## config.mk

```make
export PLATFORM = sky130hd
export DESIGN_NAME = hex_inverter_tester_flat
export DESIGN_NICKNAME = d
export VERILOG_FILES = /design/src/rtl/hex_inverter_tester_if.sv /design/src/rtl/hex_inverter_tester.sv /design/src/flat_wrapper.sv
export SDC_FILE = /design/constraint.sdc
export NUM_CORES = 1
export LEC_CHECK = 0
export ABC_CLOCK_PERIOD_IN_PS = 1900
export CAP_MARGIN = 20
export CORE_ASPECT_RATIO = 1.2
export CORE_MARGIN = 2
export CORE_UTILIZATION = 47
export CTS_CLUSTER_DIAMETER = 120
export DETAILED_ROUTE_END_ITERATION = 10
export HOLD_SLACK_MARGIN = 0.15
export PLACE_DENSITY = 0.76
export REMOVE_ABC_BUFFERS = 1
export SKIP_LAST_GASP = 1
export SYNTH_ARGS = -nofsm -noshare
export SYNTH_HDL_FRONTEND = slang
export SYNTH_SLANG_ARGS = --single-unit
```

## constraint.sdc

```tcl
create_clock -name clk -period 1.9 [get_ports clk]
set_clock_uncertainty 0.2 [all_clocks]
set_input_delay 0.38 -clock clk [delete_from_list [all_inputs] [get_ports clk]]
set_output_delay 0.38 -clock clk [all_outputs]
set_load 0.05 [all_outputs]
```

## src/rtl/hex_inverter_tester_if.sv

```systemverilog
// Bundles the tester's board-side signals (start button, status LEDs) and
// the gate-package bus (a drives the six inverter inputs, y returns outputs).
//   start          : level, begins a test run when the tester is idle
//   a[5:0]         : package inputs, a[0]=a1 ... a[5]=a6
//   y[5:0]         : package outputs, y[0]=y1 ... y[5]=y6 (synchronous to clk)
//   busy, done     : run in progress / one-cycle end-of-run pulse
//   pass           : last completed run had zero errors
//   fail_mask      : sticky OR of per-gate mismatches over the last run
//   err_count      : number of vectors with any mismatch (0..64)
//   first_fail_vec : index of the first failing vector, 0 if none
interface hex_inverter_tester_if;
    logic       start;
    logic [5:0] a;
    logic [5:0] y;
    logic       busy;
    logic       done;
    logic       pass;
    logic [5:0] fail_mask;
    logic [6:0] err_count;
    logic [5:0] first_fail_vec;

    // Tester side.
    modport master (
        input  start,
        input  y,
        output a,
        output busy,
        output done,
        output pass,
        output fail_mask,
        output err_count,
        output first_fail_vec
    );

    // Board / package side.
    modport slave (
        output start,
        output y,
        input  a,
        input  busy,
        input  done,
        input  pass,
        input  fail_mask,
        input  err_count,
        input  first_fail_vec
    );
endinterface

```

## src/rtl/hex_inverter_tester.sv

```systemverilog
// Sequencing controller for one six-gate inverter package. On start it walks
// all 64 input patterns onto a, waits SETTLE_CYCLES for the gates to
// propagate, then compares y against ~a and accumulates the results.
// Ports:
//   clk   : system clock, rising edge
//   reset : asynchronous, active-high
//   bus   : hex_inverter_tester_if.master (start, a, y and result outputs)
// Parameter:
//   SETTLE_CYCLES : cycles between applying a vector and sampling y (>= 1,
//                   must cover the package propagation delay)
module hex_inverter_tester #(
    parameter int SETTLE_CYCLES = 4
) (
    input  logic                   clk,
    input  logic                   reset,
    hex_inverter_tester_if.master  bus
);

    localparam int CNT_W = (SETTLE_CYCLES > 1) ? $clog2(SETTLE_CYCLES) : 1;
    localparam logic [CNT_W-1:0] SETTLE_LOAD = CNT_W'(SETTLE_CYCLES - 1);

    typedef enum logic [2:0] {
        S_IDLE,
        S_APPLY,
        S_SETTLE,
        S_CHECK,
        S_DONE
    } state_t;

    state_t           state_q, state_d;
    logic [5:0]       vec_q, vec_d;
    logic [5:0]       a_q, a_d;
    logic [CNT_W-1:0] cnt_q, cnt_d;
    logic             busy_q, busy_d;
    logic             done_q, done_d;
    logic             pass_q, pass_d;
    logic [5:0]       mask_q, mask_d;
    logic [6:0]       err_q, err_d;
    logic [5:0]       ffv_q, ffv_d;
    logic             seen_q, seen_d;
    logic [5:0]       mism;

    // A good inverter gives y == ~a, so any set bit here is a failing gate.
    assign mism = bus.y ^ ~a_q;

    always_comb begin
        // NOTE: every variable gets a default before the case so no path
        // leaves one unassigned, which would otherwise infer a latch.
        state_d = state_q;
        vec_d   = vec_q;
        a_d     = a_q;
        cnt_d   = cnt_q;
        busy_d  = busy_q;
        done_d  = 1'b0;
        pass_d  = pass_q;
        mask_d  = mask_q;
        err_d   = err_q;
        ffv_d   = ffv_q;
        seen_d  = seen_q;

        unique case (state_q)
            S_IDLE: begin
                if (bus.start) begin
                    state_d = S_APPLY;
                    vec_d   = 6'd0;
                    a_d     = 6'd0;
                    busy_d  = 1'b1;
                    pass_d  = 1'b0;
                    mask_d  = 6'd0;
                    err_d   = 7'd0;
                    ffv_d   = 6'd0;
                    seen_d  = 1'b0;
                end
            end
            S_APPLY: begin
                cnt_d   = SETTLE_LOAD;
                state_d = S_SETTLE;
            end
            S_SETTLE: begin
                if (cnt_q == '0) begin
                    state_d = S_CHECK;
                end else begin
                    cnt_d = cnt_q - 1'b1;
                end
            end
            S_CHECK: begin
                if (mism != 6'd0) begin
                    mask_d = mask_q | mism;
                    err_d  = err_q + 7'd1;
                    if (!seen_q) begin
                        ffv_d  = vec_q;
                        seen_d = 1'b1;
                    end
                end
                if (vec_q == 6'd63) begin
                    // Results become visible together with the done pulse.
                    state_d = S_DONE;
                    a_d     = 6'd0;
                    busy_d  = 1'b0;
                    done_d  = 1'b1;
                    pass_d  = (err_d == 7'd0);
                end else begin
                    state_d = S_APPLY;
                    vec_d   = vec_q + 6'd1;
                    a_d     = vec_q + 6'd1;
                end
            end
            S_DONE: begin
                state_d = S_IDLE;
            end
            default: begin
                state_d = S_IDLE;
            end
        endcase
    end

    always_ff @(posedge clk or posedge reset) begin
        if (reset) begin
            state_q <= S_IDLE;
            vec_q   <= 6'd0;
            a_q     <= 6'd0;
            cnt_q   <= '0;
            busy_q  <= 1'b0;
            done_q  <= 1'b0;
            pass_q  <= 1'b0;
            mask_q  <= 6'd0;
            err_q   <= 7'd0;
            ffv_q   <= 6'd0;
            seen_q  <= 1'b0;
        end else begin
            // NOTE: non-blocking assignments so every flop samples the
            // pre-edge values, independent of statement order.
            state_q <= state_d;
            vec_q   <= vec_d;
            a_q     <= a_d;
            cnt_q   <= cnt_d;
            busy_q  <= busy_d;
            done_q  <= done_d;
            pass_q  <= pass_d;
            mask_q  <= mask_d;
            err_q   <= err_d;
            ffv_q   <= ffv_d;
            seen_q  <= seen_d;
        end
    end

    assign bus.a              = a_q;
    assign bus.busy           = busy_q;
    assign bus.done           = done_q;
    assign bus.pass           = pass_q;
    assign bus.fail_mask      = mask_q;
    assign bus.err_count      = err_q;
    assign bus.first_fail_vec = ffv_q;

endmodule

```

## src/flat_wrapper.sv

```systemverilog
// flat-port wrapper written by rule: the top's interface ports become plain ports
module hex_inverter_tester_flat 
#(
    parameter int SETTLE_CYCLES = 4
)
  (clk, reset, bus_start, bus_y, bus_a, bus_busy, bus_done, bus_pass, bus_fail_mask, bus_err_count, bus_first_fail_vec);
  hex_inverter_tester_if bus_i ();
  input  logic clk;
  input  logic reset;
  input wire logic [$bits(bus_i.start)-1:0] bus_start;
  input wire logic [$bits(bus_i.y)-1:0] bus_y;
  output wire logic [$bits(bus_i.a)-1:0] bus_a;
  output wire logic [$bits(bus_i.busy)-1:0] bus_busy;
  output wire logic [$bits(bus_i.done)-1:0] bus_done;
  output wire logic [$bits(bus_i.pass)-1:0] bus_pass;
  output wire logic [$bits(bus_i.fail_mask)-1:0] bus_fail_mask;
  output wire logic [$bits(bus_i.err_count)-1:0] bus_err_count;
  output wire logic [$bits(bus_i.first_fail_vec)-1:0] bus_first_fail_vec;
  assign bus_i.start = bus_start;
  assign bus_i.y = bus_y;
  assign bus_a = bus_i.a;
  assign bus_busy = bus_i.busy;
  assign bus_done = bus_i.done;
  assign bus_pass = bus_i.pass;
  assign bus_fail_mask = bus_i.fail_mask;
  assign bus_err_count = bus_i.err_count;
  assign bus_first_fail_vec = bus_i.first_fail_vec;
  hex_inverter_tester #(.SETTLE_CYCLES(SETTLE_CYCLES)) u_core (.clk(clk), .reset(reset), .bus(bus_i));
endmodule
```

==> results.cfg <==
[status]
outcome = complete, but fails checks
violations = setup timing

[floorplan]
die_area_um2 = 4880
dieWidth_um = 64.1
coreArea_um2 = 4230
start_util_pct = 48.2
ios = 37
chipHeight_um = 76.1
rows = 26

[placement]
placedInstanceArea_um2 = 2840
placed_cells = 347
dp_hpwl_mm = 3.89
gp_congestion = 0.882
port_buffers = 36

[timing]
rsz0062_at_grt = yes
setup_viol = 9
tightest_slew_ns = 0.368
slew_headroom_pct = 75.4
timing.final.ws_setup_ns = -0.0853
finalSetupTns_ns = -0.234
fin_crit_ns = 1.99
finalHoldViolations = 0
slew_violations = 0
finalCritPeriodShare_pct = 104
fmax_mhz = 504

[clocking]
cts_buffers = 5
hold_buffers = 0
clkTransAtPathRegs_ns = 0.08
htreeDepth = 2
cts_root_buf = clkbuf_8
cts_tree = built
max-clock-path-buffers = 2
clock-sinks = 40
clk_latency_ns = 0.29

[synth]
synth-seq-area-share_pct = 49.1
yosysTopAreaCell = dfrtp_1
synth_compound_area_share_pct = 19.6
synth_ff_type = dfrtp_1
synthTopCellsByArea = dfrtp_1, nand2_1, a21oi_1
netlist_instances = 221
synthArstFlopShare_pct = 100
syn-cell-area_um2 = 2040
synth_top_family_by_area = compound AO/OA/AOI/OAI gates
synth.top_cell.area_share_pct = 49.1
synth_fa_ha_area_share_pct = 1.84
syn_avg_cell_area_um2 = 9.22
muxShareOfSynthArea_pct = 3.44
synthDistinctLibCells = 41
synth-seq-cells = 40
ys_warn_count = 0
synth_edf_count = 0
synthSimpleGateAreaFrac_pct = 17.1
synth-xor-area-share_pct = 4.30

[drt]
drt-wirelength-per-cell_um = 15.0
vias = 1907
post-route-drc-count = 0
dr.pass1.iters = 4
final_antenna_net_count = 0
wl_mm = 5.37
initialDrtViolationCount = 85
vias_per_cell = 5.33

[cells_and_area]
insertedDiodeCount = 0
fin_area_um2 = 3130
layout_commonest_cell = buf_4
stdcell_count = 358
fin_util_pct = 74.1
drive_gt1_share_pct = 37.1
nets = 313
syn2layout_area_growth_pct = 53.8
final_cell_mix = buf_4, dfrtp_1, nand2_1, nor2_1, a21oi_1

[critical_path]
path_max_fanout = 3
slowest_delay_ns = 0.56
required_ns = 1.90
crit_family = simple AND/OR/NAND/NOR gates
crit_type = flip-flop to flip-flop
arrival_ns = 1.98
slowest_stage = or4_4
crit_chain = xnor2_2, or4_4, o21ai_4, a22oi_2, o41ai_2
critPathCaptureType = flip-flop
path_buf_inv = 0
startpoint_type = flip-flop

[pwr]
p_per_area_nw_per_um2 = 1450
intPower_mw = 2.62
power_switching_mw = 1.93
clkPwrFrac_pct = 16.9
p_leak_nw = 1.48
power_frac_seq_pct = 26.6
p_comb_share_pct = 56.5
ir_drop_v = 0.000901
switching_share_pct = 42.5

[global_route]
antenna_found_initial = 0
grt_pass1_wl_mm = 8.80
overflow = 0
grt_pass1_vias = 1835
grt_max_degree = 41
grt_usage_pct = 22.9

[flow_run]
cap_violations = 0

[hold_path]
min_path_type = input pin to asynchronous set/reset pin
tightest hold or removal path, delay by kind of cell:
| kind | cells | cell delay [ns] |
|---|---|---|
| buffers and inverters | 3 | 0.73 |
power groups by stage:
stage	Clock, mW	Sequential [mW]	Combinational, mW
2_1_floorplan	0	1.73	0.801
3_3_place_gp	0	1.21	2.31
3_5_place_dp	0	1.22	2.35
4_1_cts	0.777	1.21	2.49
5_1_grt	0.814	1.23	2.74
6_report	0.768	1.21	2.57
final timing paths:
path                                                      from                                  end  slack [ns]  cells past startpoint
hold / removal                                           reset          u_core.bus.pass$_DFFE_PP0P_        0.25                      3
setup reg to reg                   u_core.bus.a[3]$_DFFE_PP0P_          u_core.bus.pass$_DFFE_PP0P_       -0.09                      5
hold reg to reg            u_core.bus.fail_mask[3]$_DFFE_PP0P_  u_core.bus.fail_mask[3]$_DFFE_PP0P_        0.31                      2
max in group asynchronous                                reset          u_core.bus.a[5]$_DFFE_PP0P_        1.06                      3
setup / recovery                   u_core.bus.a[3]$_DFFE_PP0P_          u_core.bus.pass$_DFFE_PP0P_       -0.09                      5
min in group clk           u_core.bus.fail_mask[3]$_DFFE_PP0P_  u_core.bus.fail_mask[3]$_DFFE_PP0P_        0.31                      2
per-stage QoR:
| step | hold WS [ns] | total power, mW | setup WS (ns) |
|---|---|---|---|
| after detailed placement | 0.292 | 3.57 | -0.601 |
| after global placement | 0.282 | 3.52 | -0.550 |
| after global routing | 0.290 | 4.79 | -0.154 |
| after floorplan | 0.266 | 2.53 | -0.630 |
| final | 0.248 | 4.55 | -0.0853 |
| after CTS | 0.256 | 4.47 | -0.0665 |
cell families after synthesis:
| group | count (synthesis) |
|---|---|
| buffers and inverters | 25 |
| multiplexers | 7 |
| adder cells (fa/ha/maj) | 3 |
| AO/OA/AOI/OAI | 64 |
| AND/OR/NAND/NOR | 72 |
| XOR/XNOR | 10 |
| flip-flops | 40 |
routing by layer:
layer,global-route usage [%],wire (µm),vias to the layer above
li1,-,-,932
met1,27.8,2210,939
met2,40.8,2990,32
met3,4.58,140,4
met4,5.96,34,0
met5,0,0,-
cell usage after synthesis (all sizes together), types with 5 or more instances:
cell type and instances:
inv 14, dfrtp 40, a31oi 6, o21ai 20, nand2 26, mux2i 7, a21oi 21, xnor2 9
nor2 21, clkbuf 11, nand3 5
flip-flops by register name (all words and copies together) (netlist names):
name / count
u_core.bus.err_count: 7
u_core.bus.a: 6
u_core.bus.fail_mask: 6
u_core.bus.first_fail_vec: 6
u_core.vec_q: 6
u_core.state_q: 3
u_core.cnt_q: 2
u_core.bus.busy: 1
u_core.bus.done: 1
u_core.bus.pass: 1
u_core.seen_q: 1
repair_timing:
action                     4_1_cts  5_1_grt
setup endpoints to repair       17       23
buffers inserted                 3        0
gates resized for setup         19       14
pin swaps                       12        2
final cells by class:
type	instances	area (µm²)
multi-input combinational	156	1090
timing repair buffer	84	798
fill	299	1090
clock inverter	1	30.0
inverter	14	52.6
sequential	40	1000
clock buffer	7	96.3
tap	56	70.1
Note: power is estimated with default switching activity, not from simulation.
